### config.mk
export PLATFORM = sky130hd
export DESIGN_NAME = dmem_port_arbiter_flat
export DESIGN_NICKNAME = d
export VERILOG_FILES = /design/src/rtl/dmem_port_arbiter_if.sv /design/src/rtl/dmem_port_arbiter.sv /design/src/flat_wrapper.sv
export SDC_FILE = /design/constraint.sdc
export NUM_CORES = 1
export LEC_CHECK = 0
export ABC_AREA = 1
export BUFFER_PORTS_ARGS = -buffer_cell sky130_fd_sc_hd__buf_2
export CORE_MARGIN = 4
export CORE_UTILIZATION = 50
export DETAILED_ROUTE_END_ITERATION = 8
export GPL_ROUTABILITY_DRIVEN = 0
export PLACE_DENSITY = 0.77
export SETUP_SLACK_MARGIN = 0.1
export SYNTH_ARGS = -nofsm -noshare
export SYNTH_HDL_FRONTEND = slang
export SYNTH_SLANG_ARGS = --single-unit
### constraint.sdc
create_clock -name clk -period 5 [get_ports clk]
set_input_delay 0.5 -clock clk [delete_from_list [all_inputs] [get_ports clk]]
set_output_delay 0.5 -clock clk [all_outputs]
set_load 0.03 [all_outputs]
### src/rtl/dmem_port_arbiter_if.sv
// Signal bundle between the data-memory arbiter, its host/CPU requesters and the BRAM port.
// The arbiter takes the slave view; the master view drives requests and the BRAM read data.
interface dmem_port_arbiter_if #(
  parameter int unsigned FIFO_DEPTH = 4
);
  localparam int unsigned LVL_W = $clog2(FIFO_DEPTH) + 1;

  logic              axi_data_we;
  logic [11:0]       axi_data_addr;
  logic [31:0]       axi_data_wdata;
  logic [3:0]        axi_data_wstrb;
  logic              axi_rd_req;
  logic [11:0]       axi_rd_addr;
  logic              axi_rd_valid;
  logic [31:0]       axi_rd_data;

  logic              cpu_req;
  logic              cpu_we;
  logic [11:0]       cpu_addr;
  logic [31:0]       cpu_wdata;
  logic [3:0]        cpu_wstrb;
  logic              cpu_gnt;
  logic              cpu_rvalid;
  logic [31:0]       cpu_rdata;

  logic              mem_en;
  logic [3:0]        mem_we;
  logic [11:0]       mem_addr;
  logic [31:0]       mem_wdata;
  logic [31:0]       mem_rdata;

  logic              err_overflow;
  logic              err_clr;
  logic [LVL_W-1:0]  fifo_level;

  modport slave (
    input  axi_data_we, axi_data_addr, axi_data_wdata, axi_data_wstrb,
    input  axi_rd_req, axi_rd_addr,
    output axi_rd_valid, axi_rd_data,
    input  cpu_req, cpu_we, cpu_addr, cpu_wdata, cpu_wstrb,
    output cpu_gnt, cpu_rvalid, cpu_rdata,
    output mem_en, mem_we, mem_addr, mem_wdata,
    input  mem_rdata,
    output err_overflow, fifo_level,
    input  err_clr
  );

  modport master (
    output axi_data_we, axi_data_addr, axi_data_wdata, axi_data_wstrb,
    output axi_rd_req, axi_rd_addr,
    input  axi_rd_valid, axi_rd_data,
    output cpu_req, cpu_we, cpu_addr, cpu_wdata, cpu_wstrb,
    input  cpu_gnt, cpu_rvalid, cpu_rdata,
    input  mem_en, mem_we, mem_addr, mem_wdata,
    output mem_rdata,
    input  err_overflow, fifo_level,
    output err_clr
  );
endinterface

### src/rtl/dmem_port_arbiter.sv
// Shares the single-port data BRAM between the CPU load/store unit and buffered host traffic.
// CPU has priority; a starvation counter forces one host slot after STARVE_LIMIT lost slots.
module dmem_port_arbiter #(
  parameter int unsigned FIFO_DEPTH   = 4,
  parameter int unsigned STARVE_LIMIT = 8
) (
  input  logic              clk,
  input  logic              rst,
  dmem_port_arbiter_if.slave bus
);
  localparam int unsigned PTR_W = $clog2(FIFO_DEPTH);
  localparam int unsigned LVL_W = PTR_W + 1;
  localparam int unsigned CNT_W = $clog2(STARVE_LIMIT + 1);

  typedef struct packed {
    logic [11:0] addr;
    logic [31:0] wdata;
    logic [3:0]  wstrb;
  } wr_entry_t;

  typedef enum logic [1:0] {TAG_NONE, TAG_CPU, TAG_HOST} tag_e;
  typedef enum logic [1:0] {SLOT_IDLE, SLOT_CPU, SLOT_HWR, SLOT_HRD} slot_e;

  wr_entry_t         fifo_mem [FIFO_DEPTH];
  logic [PTR_W-1:0]  wr_ptr;
  logic [PTR_W-1:0]  rd_ptr;
  logic [LVL_W-1:0]  level;
  logic              rd_pend;
  logic [11:0]       rd_pend_addr;
  logic [CNT_W-1:0]  starve_cnt;
  tag_e              tag;
  logic [31:0]       cpu_rdata_q;
  logic [31:0]       axi_rd_data_q;
  logic              err_q;

  slot_e             slot_c;
  wr_entry_t         head_c;
  logic              fifo_empty_c;
  logic              fifo_full_c;
  logic              force_c;
  logic              host_wait_c;
  logic              push_c;
  logic              pop_c;
  logic              ovf_c;
  logic              cpu_rv_c;
  logic              host_rv_c;

  // Slot decision: forced host work, then CPU, then host writes before host reads.
  always_comb begin
    fifo_empty_c = (level == '0);
    fifo_full_c  = (level == LVL_W'(FIFO_DEPTH));
    force_c      = (starve_cnt >= CNT_W'(STARVE_LIMIT));
    host_wait_c  = !fifo_empty_c || rd_pend;
    head_c       = fifo_mem[rd_ptr];
    slot_c       = SLOT_IDLE;
    if (rst)                           slot_c = SLOT_IDLE;
    else if (force_c && !fifo_empty_c) slot_c = SLOT_HWR;
    else if (force_c && rd_pend)       slot_c = SLOT_HRD;
    else if (bus.cpu_req)              slot_c = SLOT_CPU;
    else if (!fifo_empty_c)            slot_c = SLOT_HWR;
    else if (rd_pend)                  slot_c = SLOT_HRD;
    pop_c  = (slot_c == SLOT_HWR);
    push_c = !rst && bus.axi_data_we && (!fifo_full_c || pop_c);
    ovf_c  = bus.axi_data_we && fifo_full_c && !pop_c;
  end

  // BRAM port and CPU grant follow the slot decision in the same cycle.
  always_comb begin
    bus.cpu_gnt   = 1'b0;
    bus.mem_en    = 1'b0;
    bus.mem_we    = 4'h0;
    bus.mem_addr  = 12'h000;
    bus.mem_wdata = 32'h0;
    case (slot_c)
      SLOT_CPU: begin
        bus.cpu_gnt   = 1'b1;
        bus.mem_en    = 1'b1;
        bus.mem_we    = bus.cpu_we ? bus.cpu_wstrb : 4'h0;
        bus.mem_addr  = bus.cpu_addr;
        bus.mem_wdata = bus.cpu_we ? bus.cpu_wdata : 32'h0;
      end
      SLOT_HWR: begin
        bus.mem_en    = 1'b1;
        bus.mem_we    = head_c.wstrb;
        bus.mem_addr  = head_c.addr;
        bus.mem_wdata = head_c.wdata;
      end
      SLOT_HRD: begin
        bus.mem_en    = 1'b1;
        bus.mem_addr  = rd_pend_addr;
      end
      default: ;
    endcase
  end

  // Return path: BRAM data arrives the cycle after issue, steered by the issue tag.
  always_comb begin
    cpu_rv_c         = !rst && (tag == TAG_CPU);
    host_rv_c        = !rst && (tag == TAG_HOST);
    bus.cpu_rvalid   = cpu_rv_c;
    bus.axi_rd_valid = host_rv_c;
    bus.cpu_rdata    = rst ? 32'h0 : (cpu_rv_c  ? bus.mem_rdata : cpu_rdata_q);
    bus.axi_rd_data  = rst ? 32'h0 : (host_rv_c ? bus.mem_rdata : axi_rd_data_q);
    bus.err_overflow = err_q;
    bus.fifo_level   = level;
  end

  always_ff @(posedge clk) begin
    if (rst) begin
      wr_ptr        <= '0;
      rd_ptr        <= '0;
      level         <= '0;
      rd_pend       <= 1'b0;
      rd_pend_addr  <= 12'h000;
      starve_cnt    <= '0;
      tag           <= TAG_NONE;
      cpu_rdata_q   <= 32'h0;
      axi_rd_data_q <= 32'h0;
      err_q         <= 1'b0;
    end else begin
      if (push_c) wr_ptr <= wr_ptr + PTR_W'(1);
      if (pop_c)  rd_ptr <= rd_ptr + PTR_W'(1);
      if (push_c && !pop_c)      level <= level + LVL_W'(1);
      else if (pop_c && !push_c) level <= level - LVL_W'(1);

      // A new request overwrites the pending one; a same-cycle issue used the old address.
      if (bus.axi_rd_req) begin
        rd_pend      <= 1'b1;
        rd_pend_addr <= bus.axi_rd_addr;
      end else if (slot_c == SLOT_HRD) begin
        rd_pend      <= 1'b0;
      end

      if (host_wait_c && (slot_c == SLOT_CPU)) begin
        if (!force_c) starve_cnt <= starve_cnt + CNT_W'(1);
      end else begin
        starve_cnt <= '0;
      end

      case (slot_c)
        SLOT_CPU: tag <= bus.cpu_we ? TAG_NONE : TAG_CPU;
        SLOT_HRD: tag <= TAG_HOST;
        default:  tag <= TAG_NONE;
      endcase

      if (cpu_rv_c)  cpu_rdata_q   <= bus.mem_rdata;
      if (host_rv_c) axi_rd_data_q <= bus.mem_rdata;

      if (bus.err_clr) err_q <= 1'b0;
      else if (ovf_c)  err_q <= 1'b1;
    end
  end

  // Entry storage needs no reset; occupancy is tracked by level and the pointers.
  always_ff @(posedge clk) begin
    if (push_c) fifo_mem[wr_ptr] <= '{addr: bus.axi_data_addr, wdata: bus.axi_data_wdata,
                                      wstrb: bus.axi_data_wstrb};
  end
endmodule

### src/flat_wrapper.sv
// flat-port wrapper written by rule: the top's interface ports become plain ports
module dmem_port_arbiter_flat 
#(
  parameter int unsigned FIFO_DEPTH   = 4,
  parameter int unsigned STARVE_LIMIT = 8
)
  (clk, rst, bus_axi_data_we, bus_axi_data_addr, bus_axi_data_wdata, bus_axi_data_wstrb, bus_axi_rd_req, bus_axi_rd_addr, bus_axi_rd_valid, bus_axi_rd_data, bus_cpu_req, bus_cpu_we, bus_cpu_addr, bus_cpu_wdata, bus_cpu_wstrb, bus_cpu_gnt, bus_cpu_rvalid, bus_cpu_rdata, bus_mem_en, bus_mem_we, bus_mem_addr, bus_mem_wdata, bus_mem_rdata, bus_err_overflow, bus_fifo_level, bus_err_clr);
  dmem_port_arbiter_if #(.FIFO_DEPTH(FIFO_DEPTH)) bus_i ();
  input  logic clk;
  input  logic rst;
  input wire logic [$bits(bus_i.axi_data_we)-1:0] bus_axi_data_we;
  input wire logic [$bits(bus_i.axi_data_addr)-1:0] bus_axi_data_addr;
  input wire logic [$bits(bus_i.axi_data_wdata)-1:0] bus_axi_data_wdata;
  input wire logic [$bits(bus_i.axi_data_wstrb)-1:0] bus_axi_data_wstrb;
  input wire logic [$bits(bus_i.axi_rd_req)-1:0] bus_axi_rd_req;
  input wire logic [$bits(bus_i.axi_rd_addr)-1:0] bus_axi_rd_addr;
  output wire logic [$bits(bus_i.axi_rd_valid)-1:0] bus_axi_rd_valid;
  output wire logic [$bits(bus_i.axi_rd_data)-1:0] bus_axi_rd_data;
  input wire logic [$bits(bus_i.cpu_req)-1:0] bus_cpu_req;
  input wire logic [$bits(bus_i.cpu_we)-1:0] bus_cpu_we;
  input wire logic [$bits(bus_i.cpu_addr)-1:0] bus_cpu_addr;
  input wire logic [$bits(bus_i.cpu_wdata)-1:0] bus_cpu_wdata;
  input wire logic [$bits(bus_i.cpu_wstrb)-1:0] bus_cpu_wstrb;
  output wire logic [$bits(bus_i.cpu_gnt)-1:0] bus_cpu_gnt;
  output wire logic [$bits(bus_i.cpu_rvalid)-1:0] bus_cpu_rvalid;
  output wire logic [$bits(bus_i.cpu_rdata)-1:0] bus_cpu_rdata;
  output wire logic [$bits(bus_i.mem_en)-1:0] bus_mem_en;
  output wire logic [$bits(bus_i.mem_we)-1:0] bus_mem_we;
  output wire logic [$bits(bus_i.mem_addr)-1:0] bus_mem_addr;
  output wire logic [$bits(bus_i.mem_wdata)-1:0] bus_mem_wdata;
  input wire logic [$bits(bus_i.mem_rdata)-1:0] bus_mem_rdata;
  output wire logic [$bits(bus_i.err_overflow)-1:0] bus_err_overflow;
  output wire logic [$bits(bus_i.fifo_level)-1:0] bus_fifo_level;
  input wire logic [$bits(bus_i.err_clr)-1:0] bus_err_clr;
  assign bus_i.axi_data_we = bus_axi_data_we;
  assign bus_i.axi_data_addr = bus_axi_data_addr;
  assign bus_i.axi_data_wdata = bus_axi_data_wdata;
  assign bus_i.axi_data_wstrb = bus_axi_data_wstrb;
  assign bus_i.axi_rd_req = bus_axi_rd_req;
  assign bus_i.axi_rd_addr = bus_axi_rd_addr;
  assign bus_axi_rd_valid = bus_i.axi_rd_valid;
  assign bus_axi_rd_data = bus_i.axi_rd_data;
  assign bus_i.cpu_req = bus_cpu_req;
  assign bus_i.cpu_we = bus_cpu_we;
  assign bus_i.cpu_addr = bus_cpu_addr;
  assign bus_i.cpu_wdata = bus_cpu_wdata;
  assign bus_i.cpu_wstrb = bus_cpu_wstrb;
  assign bus_cpu_gnt = bus_i.cpu_gnt;
  assign bus_cpu_rvalid = bus_i.cpu_rvalid;
  assign bus_cpu_rdata = bus_i.cpu_rdata;
  assign bus_mem_en = bus_i.mem_en;
  assign bus_mem_we = bus_i.mem_we;
  assign bus_mem_addr = bus_i.mem_addr;
  assign bus_mem_wdata = bus_i.mem_wdata;
  assign bus_i.mem_rdata = bus_mem_rdata;
  assign bus_err_overflow = bus_i.err_overflow;
  assign bus_fifo_level = bus_i.fifo_level;
  assign bus_i.err_clr = bus_err_clr;
  dmem_port_arbiter #(.FIFO_DEPTH(FIFO_DEPTH), .STARVE_LIMIT(STARVE_LIMIT)) u_core (.clk(clk), .rst(rst), .bus(bus_i));
endmodule
== Yosys cells after proc, flatten, opt, wreduce, memory -nomap -nowiden ==
Memory sizes are Yosys's and may differ from the RTL's. A register that Yosys moved wholly into a read port is not among the register bits.
Cells that the tools add are included.
Word-level totals
  memories: 1
  memory bits (read-only): 0
  RAM bits: 192
  bits in latches: 0
  output and inout bits: 120
  logic and storage cells: 75
  bits of input ports: 147
  flip-flop bits (word level): 91
Memory list
  u_core.fifo_mem: depth 4, width 48, read ports 1, clocked after Yosys merged registers in 1, write ports 1, line dmem_port_arbiter.sv:24  | wr_entry_t fifo_mem [FIFO_DEPTH];
Operators by class
  shift-type cells: 0
  mux-type cells: 27
  magnitude comparators: 1
  $mul: 0
  bitwise gates (word level): 1
  equality and inequality tests: 6
  reduce and logical (&&, ||, !) cells: 24
  div/mod/pow operators: 0
  add/sub/neg operators: 5
Operators with widths (number)
  $mux W32: 5
  $pmux W32 S2: 1
  $pmux W12 S3: 1
  $mux W2: 8
  $logic_and A1 B1 Y1: 11
  $pmux W4 S2: 1
  $mux W1: 7
  $eq A2 B2 Y1 const B: 3
  $mux W3: 2
  $logic_not A1 Y1: 5
  $add A2 B1 Y2 const B: 2
  $add A4 B1 Y4 const B: 1
  $eq A2 B1 Y1 const B: 2
  $ge A4 B4 Y1 const B: 1
  $mux W4: 1
  $pmux W2 S2: 1
  $reduce_bool A2 Y1: 2
  $reduce_or A2 Y1: 2
  $add A3 B1 Y3 const B: 1
  $eq A3 B3 Y1 const B: 1
  $logic_not A3 Y1: 1
  $reduce_or A3 Y1: 1
  $sub A3 B1 Y3 const B: 1
  $logic_or A1 B1 Y1: 2
  $not A1 Y1: 1

== Logic depth before layout (Yosys ltp) ==
Gate-level depths: netlist (run 1).
  depth in word-level cells: 13
  gate-level depth with buffers: 19
  depth with buffers taken out: 17

== Worst setup path before layout (run 1) ==
OpenSTA, ideal clock, no wires.
  kind: in2reg
  start: input port rst
  end: memory u_core.fifo_mem[0][0] in the netlist's numbering, enable pin
  data required time: 4546 ps
  stages: 11
  slack: 714 ps
  path buffers: 3
  arrival time: 3832 ps
  library setup time: 454 ps
  path through: buf_2 > inv_2 > buf_2 > nand2_1 > nor2_1 > ha_1 > buf_2 > inv_1 > nand3_1 > nand3_1 > nor2_1
On the way
  longest elaborated chain between the ends: 6
  elaborated cells between the ends (all ways): 8
  classes of those cells: eq/ne (1); mux (3); reduce/logical (4)
RTL lines
  from (decl): line flat_wrapper.sv:10  | input logic rst;
  $mux W2: line dmem_port_arbiter.sv:56  | if (rst) slot_c = SLOT_IDLE;
  $eq A2 B2 Y1: line dmem_port_arbiter.sv:62  | pop_c = (slot_c == SLOT_HWR);
  $logic_or A1 B1 Y1: line dmem_port_arbiter.sv:63  | push_c = !rst && bus.axi_data_we && (!fifo_full_c || pop_c);
  $logic_and A1 B1 Y1 (*): line dmem_port_arbiter.sv:63
  $mux W1 (*): line dmem_port_arbiter.sv:156  | if (push_c) fifo_mem[wr_ptr] <= '{addr: bus.axi_data_addr, wdata: bus.axi_data_wdata,
  $mux W1 (implied by the code) (*): line dmem_port_arbiter.sv:156
  to (decl): line dmem_port_arbiter.sv:24
Mark *: on every way between the ends. The rest lies on a longest branch, timed or not.

== Worst setup path in the final report (run 1) ==
  start: register u_core.level[0] (netlist: u_core.bus.fifo_level[0])
  end: output port bus_mem_we[2]
On the way
  longest elaborated chain between the ends: 8
  elaborated cells between the ends (all ways): 11
  classes of those cells: eq/ne (2); mux (6); reduce/logical (3)
RTL lines
  from (decl): line dmem_port_arbiter.sv:27  | logic [LVL_W-1:0] level;
  from (signal assigned): line dmem_port_arbiter.sv:123  | if (push_c && !pop_c) level <= level + LVL_W'(1);
  from (signal assigned): line dmem_port_arbiter.sv:124  | else if (pop_c && !push_c) level <= level - LVL_W'(1);
  $logic_not A3 Y1 (*): line dmem_port_arbiter.sv:50  | fifo_empty_c = (level == '0);
  $mux W2: line dmem_port_arbiter.sv:60  | else if (!fifo_empty_c) slot_c = SLOT_HWR;
  $mux W2: line dmem_port_arbiter.sv:59  | else if (bus.cpu_req) slot_c = SLOT_CPU;
  $mux W2: line dmem_port_arbiter.sv:58  | else if (force_c && rd_pend) slot_c = SLOT_HRD;
  $mux W2 (*): line dmem_port_arbiter.sv:57  | else if (force_c && !fifo_empty_c) slot_c = SLOT_HWR;
  $mux W2 (*): line dmem_port_arbiter.sv:56
  $eq A2 B2 Y1 / $eq A2 B1 Y1 (equally long branches): line dmem_port_arbiter.sv:74  | case (slot_c)
  $pmux W4 S2 (*): line dmem_port_arbiter.sv:74
  to (decl): line flat_wrapper.sv:28  | output wire logic [$bits(bus_i.mem_we)-1:0] bus_mem_we;
Marks and branches as above.

==> reports/metrics.csv, run 1 <==
stage,metric,value,unit
run_status,status,finished clean,
drt,first_pass_iters,5,
global_routing,grt_pass1_vias,9434,
synth,synth.area.top_cells,"edfxtp_1 47%, dfxtp_1 15%, nand2_1 11%, inv_1 7.8%, nand3_1 4.1%",
timing,tightest_slew,1180,ps
finish,fin_util,61.4,%
worst_hold_path,min_path_type,in -> reg,
worst_setup_path,critical-path-max-stage-delay,810,ps
timing,max_slew_margin,20.9,%
synth,avgSynthCellArea,8.92,um2
die,dieArea,27200,um2
die,initial_core_util,50.8,%
synth,synth.distinct_cells,24,
die,core,24200,um2
clocking,cts.htree.levels,1,
synth,yosysTopAreaCellShare,46.8,%
synth,yosysSeqAreaShare,61.9,%
worst_setup_path,crit_slowest_cell,clkinv_1,
timing,maxSlewViolCount,0,
timing,finalSetupViolCount,0,
die,num_rows,57,
finish,layout.nets,1784,
timing,grt_setup_unrepaired,no,
clocking,numCtsBuffers,30,
die,die_h,165,um
timing,fmax,240,MHz
synth,synth_area,12300,um2
job,drv_cap,0,
clocking,root_buffer,clkbuf_16,
drt,drt-total-wl,29.7,mm
worst_setup_path,cp_max_fo,36,
global_routing,track_usage,21.2,%
worst_setup_path,crit_path_end_kind,output pin,
worst_setup_path,worstSetupPathType,reg -> out,
timing,hold_viol,0,
worst_setup_path,cp-start-kind,register,
global_routing,overflow,0,
drt,drc,0,
placed_design,hpwlAfterDp,18.6,mm
global_routing,grt_antenna_before_repair,5,
drt,routedWlPerCell,15.1,um
drt,vias,9633,
synth,syn_inst,1382,
worst_setup_path,cp_top_family,buffers and inverters,
drt,detail-route-antenna-nets,0,
power_and_ir_drop,irDropWorstVdd,0.000280,V
synth,synth_top_area_cell,edfxtp_1,
placed_design,dp_slack,1180,ps
clocking,holdBufCountCts,0,
clocking,cts.clk_slew.worst_paths,60,ps
timing,finalSetupTns,0,ps
die,pin_count,267,
clocking,ctsResizeCount,0,
worst_setup_path,cp.required,4500,ps
worst_setup_path,critPathArrivalTime,3660,ps
clocking,cts_tree,built,
synth,ys_ff_latch,285,
power_and_ir_drop,powerDensity,372,nW/um2
clocking,post_cts_buffers,0,
timing,finClkSkew,10.5,ps
global_routing,grt_pass1_wl,46.2,mm
timing,fin_ws,839,ps
clocking,clock_path_buffers,3,
drt,dr.first_iter.drc_count,502,
clocking,clkSinkCount,285,
timing,fin_crit,4160,ps
power_and_ir_drop,p_leak,7.16,nW
worst_setup_path,path_cells,"nor3_1, o21ai_0, inv_1, ha_1, nand2_1, clkinv_1, nand2_1, a21oi_1, buf_2",
finish,area_growth,20.9,%
placed_design,io_buffers,266,
worst_setup_path,cpMostUsedCell,nand2_1,
global_routing,grt_max_degree,97,
drt,viasPerCell,4.88,
worst_setup_path,path_buf_inv,3,
synth,syn_nets,1542,
timing,post-route-period-util,83.2,%
synth,yosysWarningCount,0,
finish,drive_gt1_share,20.8,%
timing,holdWs,145,ps
die,die_w,165,um
clocking,clkLatencyLatePin,550,ps
[synth_stat cells]
master,count
nor2_1,92
inv_1,255
buf_6,6
nand3_1,102
nor3_1,2
o21ai_1,2
nand4_1,1
ha_1,12
fa_1,1
nand2_1,375
clkbuf_1,27
a21oi_1,97
clkbuf_2,2
buf_2,28
o21a_1,1
inv_2,2
or2_2,1
clkinv_1,2
dfxtp_1,93
o21ai_0,81
nor2_2,1
buf_1,5
buf_4,2
edfxtp_1,192
[area by class of cell]
| type | instances | area (um2) |
|---|---|---|
| Clock inverter | 7 | 71.3 |
| Tap cell | 324 | 405 |
| Clock buffer | 49 | 957 |
| Multi-Input combinational cell | 768 | 3400 |
| Sequential cell | 285 | 7630 |
| Fill cell | 2008 | 9360 |
| Inverter | 259 | 972 |
| Antenna cell | 1 | 2.50 |
| Timing Repair Buffer | 280 | 1450 |
[registers in the layout (all words and copies together), names as in the netlist, named ones only]
register,count
u_core.tag,2
u_core.rd_pend_addr,12
u_core.axi_rd_data_q,32
u_core.rd_ptr,2
u_core.fifo_mem,192
u_core.bus.fifo_level,3
u_core.rd_pend,1
u_core.starve_cnt,4
u_core.cpu_rdata_q,32
u_core.wr_ptr,2
u_core.bus.err_overflow,1
[final timing paths]
| kind | start | endpoint | slack, ps | cells after the start |
|---|---|---|---|---|
| setup / recovery | u_core.bus.fifo_level[0]$_SDFFE_PP0P_ | bus_mem_we[2] | 840 | 9 |
| hold / removal | bus_cpu_we | u_core.tag[0]$_SDFF_PP0_ | 140 | 2 |
| setup reg to reg | u_core.bus.fifo_level[0]$_SDFFE_PP0P_ | u_core.bus.fifo_level[2]$_SDFFE_PP0P_ | 1870 | 15 |
| hold reg to reg | u_core.rd_ptr[1]$_SDFFE_PP0N_ | register | 430 | 1 |
[placed cells by master, fill, tap and decap left out, drive strengths merged]
cell    count
a21oi      97
buf       280
bufinv      1
clkbuf     49
clkinv      8
dfxtp      93
diode       1
edfxtp    192
fa          1
ha         12
inv       257
nand2     375
nand3     102
nand4       1
nor2       93
nor3        2
o21a        1
o21ai      83
or2         1
[layer usage]
metal  vias to the layer above  routed length [um]  GRT usage [%]
li1                       4833                   -              -
met1                      4435               11800           24.6
met2                       306               14900           38.5
met3                        51                2380           5.52
met4                         8                 605           5.78
met5                         -                  50              0
[report_power, final]
group	switching, W	total, W	internal [W]
registers	0.0000284	0.00264	0.00261
clock network	0.000880	0.00224	0.00136
logic	0.000463	0.000654	0.000191
total	0.00137	0.00554	0.00416
[cells by family (layout without fill, tap and decap cells)]
logic type / after synthesis / in the layout / synth area share (%)
adder cells (fa/ha/maj): 13 / 13 / 1.38
AO/OA/AOI/OAI: 181 / 181 / 7.37
flip-flops: 285 / 285 / 61.9
buffers and inverters: 329 / 595 / 10.8
AND/OR/NAND/NOR: 574 / 574 / 18.6
other: 0 / 1 / 0
[worst register-to-register path, delay by kind of cell (launching register included)]
| family | cells | cell delay [ps] |
|---|---|---|
| AND/OR/NAND/NOR | 5 | 820 |
| AO/OA/AOI/OAI | 3 | 610 |
| buffers and inverters | 4 | 360 |
| adder cells (fa/ha/maj) | 3 | 850 |
| flip-flops | 1 | 430 |
[metrics by stage]
step,std cells,power [W],area [um2]
finish,1973,0.00554,14900
CTS,1972,0.00558,14900
floorplan,1382,0.00312,12300
detailed placement,1916,0.00335,13900
global route,1973,0.00576,14900
global placement,1916,0.00333,13900
Note: power is estimated with default switching activity, not from simulation.
==> run 2: changes to the inputs <==
--- a/config.mk
+++ b/config.mk
@@ -8,10 +8,10 @@
 export ABC_AREA = 1
 export BUFFER_PORTS_ARGS = -buffer_cell sky130_fd_sc_hd__buf_2
 export CORE_MARGIN = 4
-export CORE_UTILIZATION = 50
+export CORE_UTILIZATION = 49
 export DETAILED_ROUTE_END_ITERATION = 8
 export GPL_ROUTABILITY_DRIVEN = 0
-export PLACE_DENSITY = 0.77
+export PLACE_DENSITY = 0.79
 export SETUP_SLACK_MARGIN = 0.1
 export SYNTH_ARGS = -nofsm -noshare
 export SYNTH_HDL_FRONTEND = slang
==> constraint.sdc (replaced) <==
create_clock -name clk -period 3.5 [get_ports clk]
set_input_delay 0.35 -clock clk [delete_from_list [all_inputs] [get_ports clk]]
set_output_delay 0.35 -clock clk [all_outputs]
set_load 0.03 [all_outputs]
==> reports/metrics.csv, run 2 (same netlist as run 1, synthesis figures left out) <==
stage,metric,value,unit
run_status,status,finished clean,
drt,viasPerCell,4.91,
die,num_rows,57,
worst_setup_path,cp-start-kind,register,
clocking,cts.htree.levels,1,
worst_hold_path,whs_path_depth,1,
finish,instances_no_fill,1985,
drt,vias,9738,
drt,drt-total-wl,29.6,mm
timing,post-route-period-util,88.2,%
finish,drive_gt1_share,20.7,%
global_routing,grt_antenna_before_repair,4,
power_and_ir_drop,irDropWorstVdd,0.000410,V
global_routing,grt_pass1_wl,47.2,mm
global_routing,grt_max_degree,97,
die,pin_count,267,
timing,maxSlewViolCount,0,
die,dieArea,27800,um2
timing,max_slew_margin,31.4,%
drt,first_pass_iters,7,
timing,finalSetupViolCount,0,
clocking,clock_path_buffers,3,
timing,finalSetupTns,0,ps
timing,fmax,324,MHz
worst_setup_path,crit_path_end_kind,output pin,
global_routing,grt_pass1_vias,9699,
drt,detail-route-antenna-nets,0,
clocking,numCtsBuffers,30,
timing,finClkSkew,25.6,ps
die,initial_core_util,50.2,%
clocking,clkLatencyLatePin,550,ps
finish,fin_util,61.3,%
drt,drc,0,
finish,largest_reg_flops,192,
power_and_ir_drop,p_leak,7.20,nW
finish,reg_top3,"u_core.fifo_mem: 192 flops, u_core.axi_rd_data_q: 32 flops, u_core.cpu_rdata_q: 32 flops",
placed_design,hpwlAfterDp,19.0,mm
job,drv_cap,0,
clocking,root_buffer,clkbuf_16,
worst_setup_path,cp.required,3150,ps
global_routing,track_usage,20.5,%
worst_setup_path,r2r_cells,15,
finish,area_growth,22.1,%
placed_design,io_buffers,266,
drt,dr.first_iter.drc_count,536,
power_and_ir_drop,powerDensity,527,nW/um2
die,die_h,167,um
timing,fin_crit,3090,ps
die,core,24500,um2
timing,tightest_slew,1030,ps
timing,hold_viol,0,
finish,layout.nets,1794,
finish,final_cell_mix,"375 x nand2_1, 266 x buf_2, 254 x inv_1",
placed_design,dp_cells,1922,
worst_setup_path,cp_max_fo,35,
worst_setup_path,worstSetupPathType,reg -> out,
clocking,cts.clk_slew.worst_paths,60,ps
finish,largest-register,u_core.fifo_mem,
worst_hold_path,min_path_type,in -> reg,
drt,routedWlPerCell,14.9,um
global_routing,overflow,0,
finish,layout_commonest_cell,nand2_1,
worst_setup_path,critPathArrivalTime,2740,ps
timing,grt_setup_unrepaired,no,
clocking,cts_tree,built,
clocking,clkSinkCount,285,
die,die_w,167,um
## run 2: changes by cell type in the layout (fill, tap and decap cells not counted), moves of 2 or more
cell / before / now
clkinv_1: 2 / 4
buf_12: 1 / 5
dlygate4sd3_1: 0 / 4
clkbuf_2: 5 / 0
diode_2: 1 / 3
buf_6: 0 / 2
clkbuf_1: 5 / 8
## run 2: stage by stage
step	hold slack, ps	area [um2]	setup slack, ps	power [W]
2_1_floorplan	412	12300	20.1	0.00446
3_3_place_gp	422	14000	816	0.00477
3_5_place_dp	442	14000	714	0.00480
4_1_cts	0.678	15000	255	0.00799
5_1_grt	6.61	15000	146	0.00826
6_report	25.7	15000	413	0.00793
## run 2: worst paths after layout
| kind | start | to | slack, ps |
|---|---|---|---|
| max | u_core.bus.fifo_level[0]$_SDFFE_PP0P_ | bus_mem_wdata[17] | 410 |
| min | bus_axi_data_wdata[6] | u_core.fifo_mem[1][10]$_DFFE_PP_ | 30 |
| max reg2reg | u_core.bus.fifo_level[0]$_SDFFE_PP0P_ | u_core.bus.fifo_level[2]$_SDFFE_PP0P_ | 770 |
| min reg2reg | u_core.rd_ptr[1]$_SDFFE_PP0N_ | register | 450 |
## run 2: area by class of cell
| class | instances | area, um2 |
|---|---|---|
| clock buffer | 46 | 925 |
| inverter | 259 | 972 |
| tap | 324 | 405 |
| fill | 2057 | 9490 |
| antenna | 3 | 7.51 |
| clock inverter | 10 | 110 |
| sequential | 285 | 7630 |
| multi-input combinational | 768 | 3400 |
| timing repair buffer | 290 | 1590 |
## run 2: worst max-delay path, cell delays in order (launching register included)
cell and delay, ps:
dfxtp_1 420, nor3_1 110, nand2_1 80, nand2_1 60, nor2_1 250, inv_1 120
ha_1 340, clkinv_1 90, buf_4 270, a21oi_1 210, buf_2 230
## run 2: what timing repair did
item | in CTS | in global routing
setup endpoints to repair | 0 | 4
endpoints found under the hold margin | 9 | 2
gates resized for setup | 0 | 2
hold buffers | 3 | 1
setup buffers | 0 | 0
## run 2: where the power goes
part	total, W	internal [W]	switching (W)
sequential	0.00377	0.00373	0.0000423
combinational	0.000958	0.000291	0.000668
clock	0.00319	0.00197	0.00123
total	0.00793	0.00599	0.00194
## run 2: layer usage
layer / wire [um] / part of all wire, % / GRT usage (%) / vias to the layer above
met5: 13 / 0.044 / 0 / -
met4: 882 / 3.0 / 6.37 / 2
met3: 2390 / 8.1 / 4.79 / 63
met2: 14900 / 50 / 37.3 / 361
met1: 11400 / 39 / 24.1 / 4461
li1: - / - / - / 4851
